===== config.mk =====
export PLATFORM = sky130hd
export DESIGN_NAME = entrada_din
export DESIGN_NICKNAME = d
export VERILOG_FILES = /design/src/rtl/entrada_din.sv
export SDC_FILE = /design/constraint.sdc
export NUM_CORES = 1
export LEC_CHECK = 0
export CORE_MARGIN = 5
export CORE_UTILIZATION = 45
export CTS_CLUSTER_DIAMETER = 50
export CTS_CLUSTER_SIZE = 20
export DETAILED_ROUTE_END_ITERATION = 8
export GPL_ROUTABILITY_DRIVEN = 0
export PLACE_DENSITY = 0.71
export SLEW_MARGIN = 10
export SYNTH_ARGS = -nofsm -noshare
export SYNTH_HDL_FRONTEND = slang
export SYNTH_SLANG_ARGS = --single-unit

===== constraint.sdc =====
create_clock -name clock -period 2.1 [get_ports clock]
set_input_delay 0.21 -clock clock [delete_from_list [all_inputs] [get_ports clock]]
set_output_delay 0.21 -clock clock [all_outputs]
set_load 0.05 [all_outputs]

===== src/rtl/entrada_din.sv =====
// Switch/pushbutton entry port: debounces the active-low entry key and, on each
// press, queues the synchronized switch value for the processor's din handshake.
module entrada_din #(
    parameter int SW_W       = 8,
    parameter int DATA_W     = 16,
    parameter int DEPTH      = 4,
    parameter int DEB_CYCLES = 4
) (
    input  logic                       clock,
    input  logic                       reset,
    input  logic [SW_W-1:0]            sw,
    input  logic                       key_n,
    input  logic                       clr_ovf,
    output logic [DATA_W-1:0]          din,
    output logic                       din_valid,
    input  logic                       din_ready,
    output logic [$clog2(DEPTH):0]     count,
    output logic                       full,
    output logic                       overflow
);

    localparam int PTR_W  = $clog2(DEPTH);
    localparam int CNT_W  = PTR_W + 1;
    localparam int DCNT_W = (DEB_CYCLES > 1) ? $clog2(DEB_CYCLES) : 1;

    logic              key_meta_reg;
    logic              k_s_reg;
    logic [SW_W-1:0]   sw_meta_reg;
    logic [SW_W-1:0]   sw_s_reg;
    logic              deb_reg;
    logic [DCNT_W-1:0] dcnt_reg;

    logic [PTR_W-1:0]  wr_ptr_reg;
    logic [PTR_W-1:0]  rd_ptr_reg;
    logic [CNT_W-1:0]  count_reg;
    logic              overflow_reg;
    logic [DATA_W-1:0] mem [DEPTH];

    logic deb_done;
    logic press;
    logic pop;
    logic push;
    logic drop;

    // Two-flop synchronizers, then a level debouncer on the key.
    always_ff @(posedge clock or posedge reset) begin
        if (reset) begin
            key_meta_reg <= 1'b1;
            k_s_reg      <= 1'b1;
            sw_meta_reg  <= '0;
            sw_s_reg     <= '0;
            deb_reg      <= 1'b1;
            dcnt_reg     <= '0;
        end else begin
            key_meta_reg <= key_n;
            k_s_reg      <= key_meta_reg;
            sw_meta_reg  <= sw;
            sw_s_reg     <= sw_meta_reg;
            if (k_s_reg == deb_reg) begin
                dcnt_reg <= '0;
            end else if (deb_done) begin
                deb_reg  <= k_s_reg;
                dcnt_reg <= '0;
            end else begin
                dcnt_reg <= dcnt_reg + 1'b1;
            end
        end
    end

    assign deb_done  = (dcnt_reg == DCNT_W'(DEB_CYCLES - 1));
    // Press fires on the same edge that the debounced level falls.
    assign press     = deb_reg && !k_s_reg && deb_done;

    assign din_valid = (count_reg != '0);
    assign full      = (count_reg == CNT_W'(DEPTH));
    assign pop       = din_valid && din_ready;
    assign push      = press && (!full || pop);
    assign drop      = press && !push;

    always_ff @(posedge clock) begin
        if (push) begin
            mem[wr_ptr_reg] <= DATA_W'(sw_s_reg);
        end
    end

    always_ff @(posedge clock or posedge reset) begin
        if (reset) begin
            wr_ptr_reg   <= '0;
            rd_ptr_reg   <= '0;
            count_reg    <= '0;
            overflow_reg <= 1'b0;
        end else begin
            if (push) begin
                wr_ptr_reg <= wr_ptr_reg + 1'b1;
            end
            if (pop) begin
                rd_ptr_reg <= rd_ptr_reg + 1'b1;
            end
            if (push && !pop) begin
                count_reg <= count_reg + 1'b1;
            end else if (pop && !push) begin
                count_reg <= count_reg - 1'b1;
            end
            // A dropped press outranks a simultaneous clear.
            if (drop) begin
                overflow_reg <= 1'b1;
            end else if (clr_ovf) begin
                overflow_reg <= 1'b0;
            end
        end
    end

    assign din      = din_valid ? mem[rd_ptr_reg] : '0;
    assign count    = count_reg;
    assign overflow = overflow_reg;

endmodule

==> results.md <==
- Status: finished clean
- Gate Count Post-Synth: 130
- CP delay by family, top: adder cells
- Post-synthesis area per instance: 18.0 um^2
- Skew-Pair Late Insertion Delay: 320 ps
- CTS tree: built
- Htree depth: 3
- Pwr per Cell Area: ~1300 nW/um^2
- Post-CTS Hold Buffers: 0
- CP arrival: 2240 ps
- Clk pwr share: 21.4%
- Synth top area cells: edfxtp_1 41%, dfrtp_1 28%, mux4_2 7.7%, ha_1 3.7%, dfstp_2 3.4%
- Net switching power: 1.42 mW
- Sequential share of the synthesized area: roughly 72%
- Initial DRC Count: 25
- Max Transition Viols Final: 0
- Post-synthesis register bit count: 61
- First-pass GRT wire length: 5800 um
- Largest net degree at the start of global routing: 30
- R2R depth: 9
- Sequential group share of total power: about two fifths
- CP endpoint kind: register
- Final wirelength: 3670 um
- Vias per inst: 4.54
- Worst-path cell chain: ha_4, nand2_4, a21oi_4, ha_4, inv_1, fa_1, xor2_1, nor2_1, xor2_1
- Startpoint Class: register
- Max-Cap Viols: 0
- Die ar.: 6760 um^2
- Layout cells sized above 1: a little under a third
- WP data required: 2340 ps
- Post-route DRC: 0
- Pint: 2.49 mW
- Ports: 35
- Comb pwr share: around 40%
- Total track usage: 12.4%
- Lkg Pwr: 1.14 nW
- Post-detail-place hpwl: 2550 um
- Diodes inserted: 0
- Unique cell type count in the Yosys netlist: 28
- DR WL/cell: 14.8 um
- Post-synth EDFFs: 32
- Asr flop ratio synth: 47.5%
- Num CTS Buffers: 9
- Initial core utilization: 46.2%
- RR Endpoint: count[2]$_DFFE_PP0P_
- F_max: roughly 500 MHz
- Top cell type by total area after synthesis: edfxtp_1
- Total grt overflow: 0
- Most instantiated library cell after synthesis: edfxtp_1
- Max-slew headroom: between 60% and 70%
- Register-to-register setup slack: 100 ps
- DR pass1 iterations: 4
- Slew @ Worst Pin: 514 ps
- Setup violators final: 0
- Final hold violation count: 0
- Fin crit share: 95.2%
- CP bufs+invs: 1
- Post-synth top cells: 32 x edfxtp_1, 26 x dfrtp_1, 12 x and2_1
- RR Startpoint: deb_reg$_DFFE_PP1P_
- Max reg flops: 32
- Antenna violations before repair: 0
- CP max stage cell: dfstp_2
- Clock-pin slew on the worst setup and hold paths: 60 ps
- Setup Crit Path Kind: register to register
- Min-delay worst type: input port to async pin
- Count of clock tree sinks: 61
- Antenna-violating nets left: 0
- Post-Layout Cell Count: roughly 250
- Root Driver: clkbuf_8
- Setup Skew: ~6.1 ps
- CP max stage delay: 560 ps
- Top_reg_cell synth: edfxtp_1
- Vias: 1127
- Synth Warn #: 0
- Crit-path max FO: 2
- Clock buffer depth: 2
- Std-Cell Rows: 26
- Die width: 82.2 um
- Nets: 194
- Die Height: 82.2 um
- Core ar.: ~5000 um^2
- Post-synth top area share: 41.0%
- Max VDD drop: 0.000535 V
- Overall power: around 3.9 mW
- IO buf count: 26
- Area delta synth->final: 23.6%
- Net Sw Frac: 36.3%
- Vias in the first global route: 1202
- RSZ-0062 raised after global routing: no
- Cell area after synthesis: 2350 um^2
- Placed Instances: 229
- Period minus WS final: 2000 ps
## cell usage in the layout, fill, tap and decap left out, types with 5 or more instances in the layout
cell,Yosys,routed
edfxtp_1,32,32
dfrtp_1,26,23
buf_4,8,19
clkdlybuf4s50_1,0,16
and2_1,12,12
clkbuf_8,0,10
mux4_2,8,8
inv_1,8,8
conb_1,1,8
ha_1,7,5
## power groups by stage
stage / Sequential (mW) / Combinational, mW / Clock [mW]
2_1_floorplan: 1.60 / 1.01 / 0
3_3_place_gp: 1.51 / 1.48 / 0
3_5_place_dp: 1.52 / 1.51 / 0
4_1_cts: 1.50 / 1.52 / 0.878
5_1_grt: 1.51 / 1.67 / 0.935
6_report: 1.50 / 1.57 / 0.836
## routing by layer
layer  GRT usage [%]  routed length [um]  up-vias
li1                -                   -      528
met1            12.1                1340      568
met2            21.6                2110       24
met3            5.64                 160        7
met4            6.98                  64        0
met5               0                   0        -
## cells by family after synthesis
family,synth area share [%]
AOI/OAI and AO/OA,1.60
xor gates and xnor gates,2.24
adders and majority gates,4.59
buffers and inverters,4.75
DFF,72.1
muxes,8.80
other,0.160
and+or+nand+nor,5.81
## worst register-to-register path, delay by kind of cell, from the launching register on
kind                       cells  cell delay (ps)
adders and majority gates      3              670
DFF                            1              560
xor gates and xnor gates       2              310
and+or+nand+nor                2              180
AOI/OAI and AO/OA              1              150
buffers and inverters          1               50
## worst max-delay path by stage
stage	to	slack (ps)	start	depth (start not counted)
4_1_cts	count[2]$_DFFE_PP0P_	5	count[2]$_DFFE_PP0P_	8
2_1_floorplan	count[1]$_DFFE_PP0P_	-260	count[2]$_DFFE_PP0P_	6
3_5_place_dp	count[2]$_DFFE_PP0P_	6	count[2]$_DFFE_PP0P_	8
6_report	count[2]$_DFFE_PP0P_	100	deb_reg$_DFFE_PP1P_	9
5_1_grt	count[2]$_DFFE_PP0P_	5	deb_reg$_DFFE_PP1P_	9
3_3_place_gp	count[2]$_DFFE_PP0P_	100	din_ready	9
## layout make-up
cell class              instances  area (um^2)
repair buffers                 36          314
clock buffers                  14          153
multi-input cells              57          611
fillers                       419         2180
well taps                      70         87.6
inverters                       8         30.0
clock inverters                 2         10.0
flip-flops and latches         61         1690
## stage by stage
stage	cell area, um^2	setup slack [ps]	utilization [%]	hold slack, ps	setup TNS, ps
2_1_floorplan	2380	-257	-	214	-366
3_3_place_gp	2670	104	52.7	333	0
3_5_place_dp	2670	5.85	52.7	337	0
4_1_cts	2840	4.67	55.9	252	0
5_1_grt	2900	5.11	57.1	262	0
6_report	2900	100	57.1	257	0
## repair_timing
action                     CTS  global route
pin swaps                    0             4
resized for setup            1             7
buffers inserted             0             3
gates cloned                 0             0
setup endpoints to repair    1             9
(Power assumes the default switching activity.)
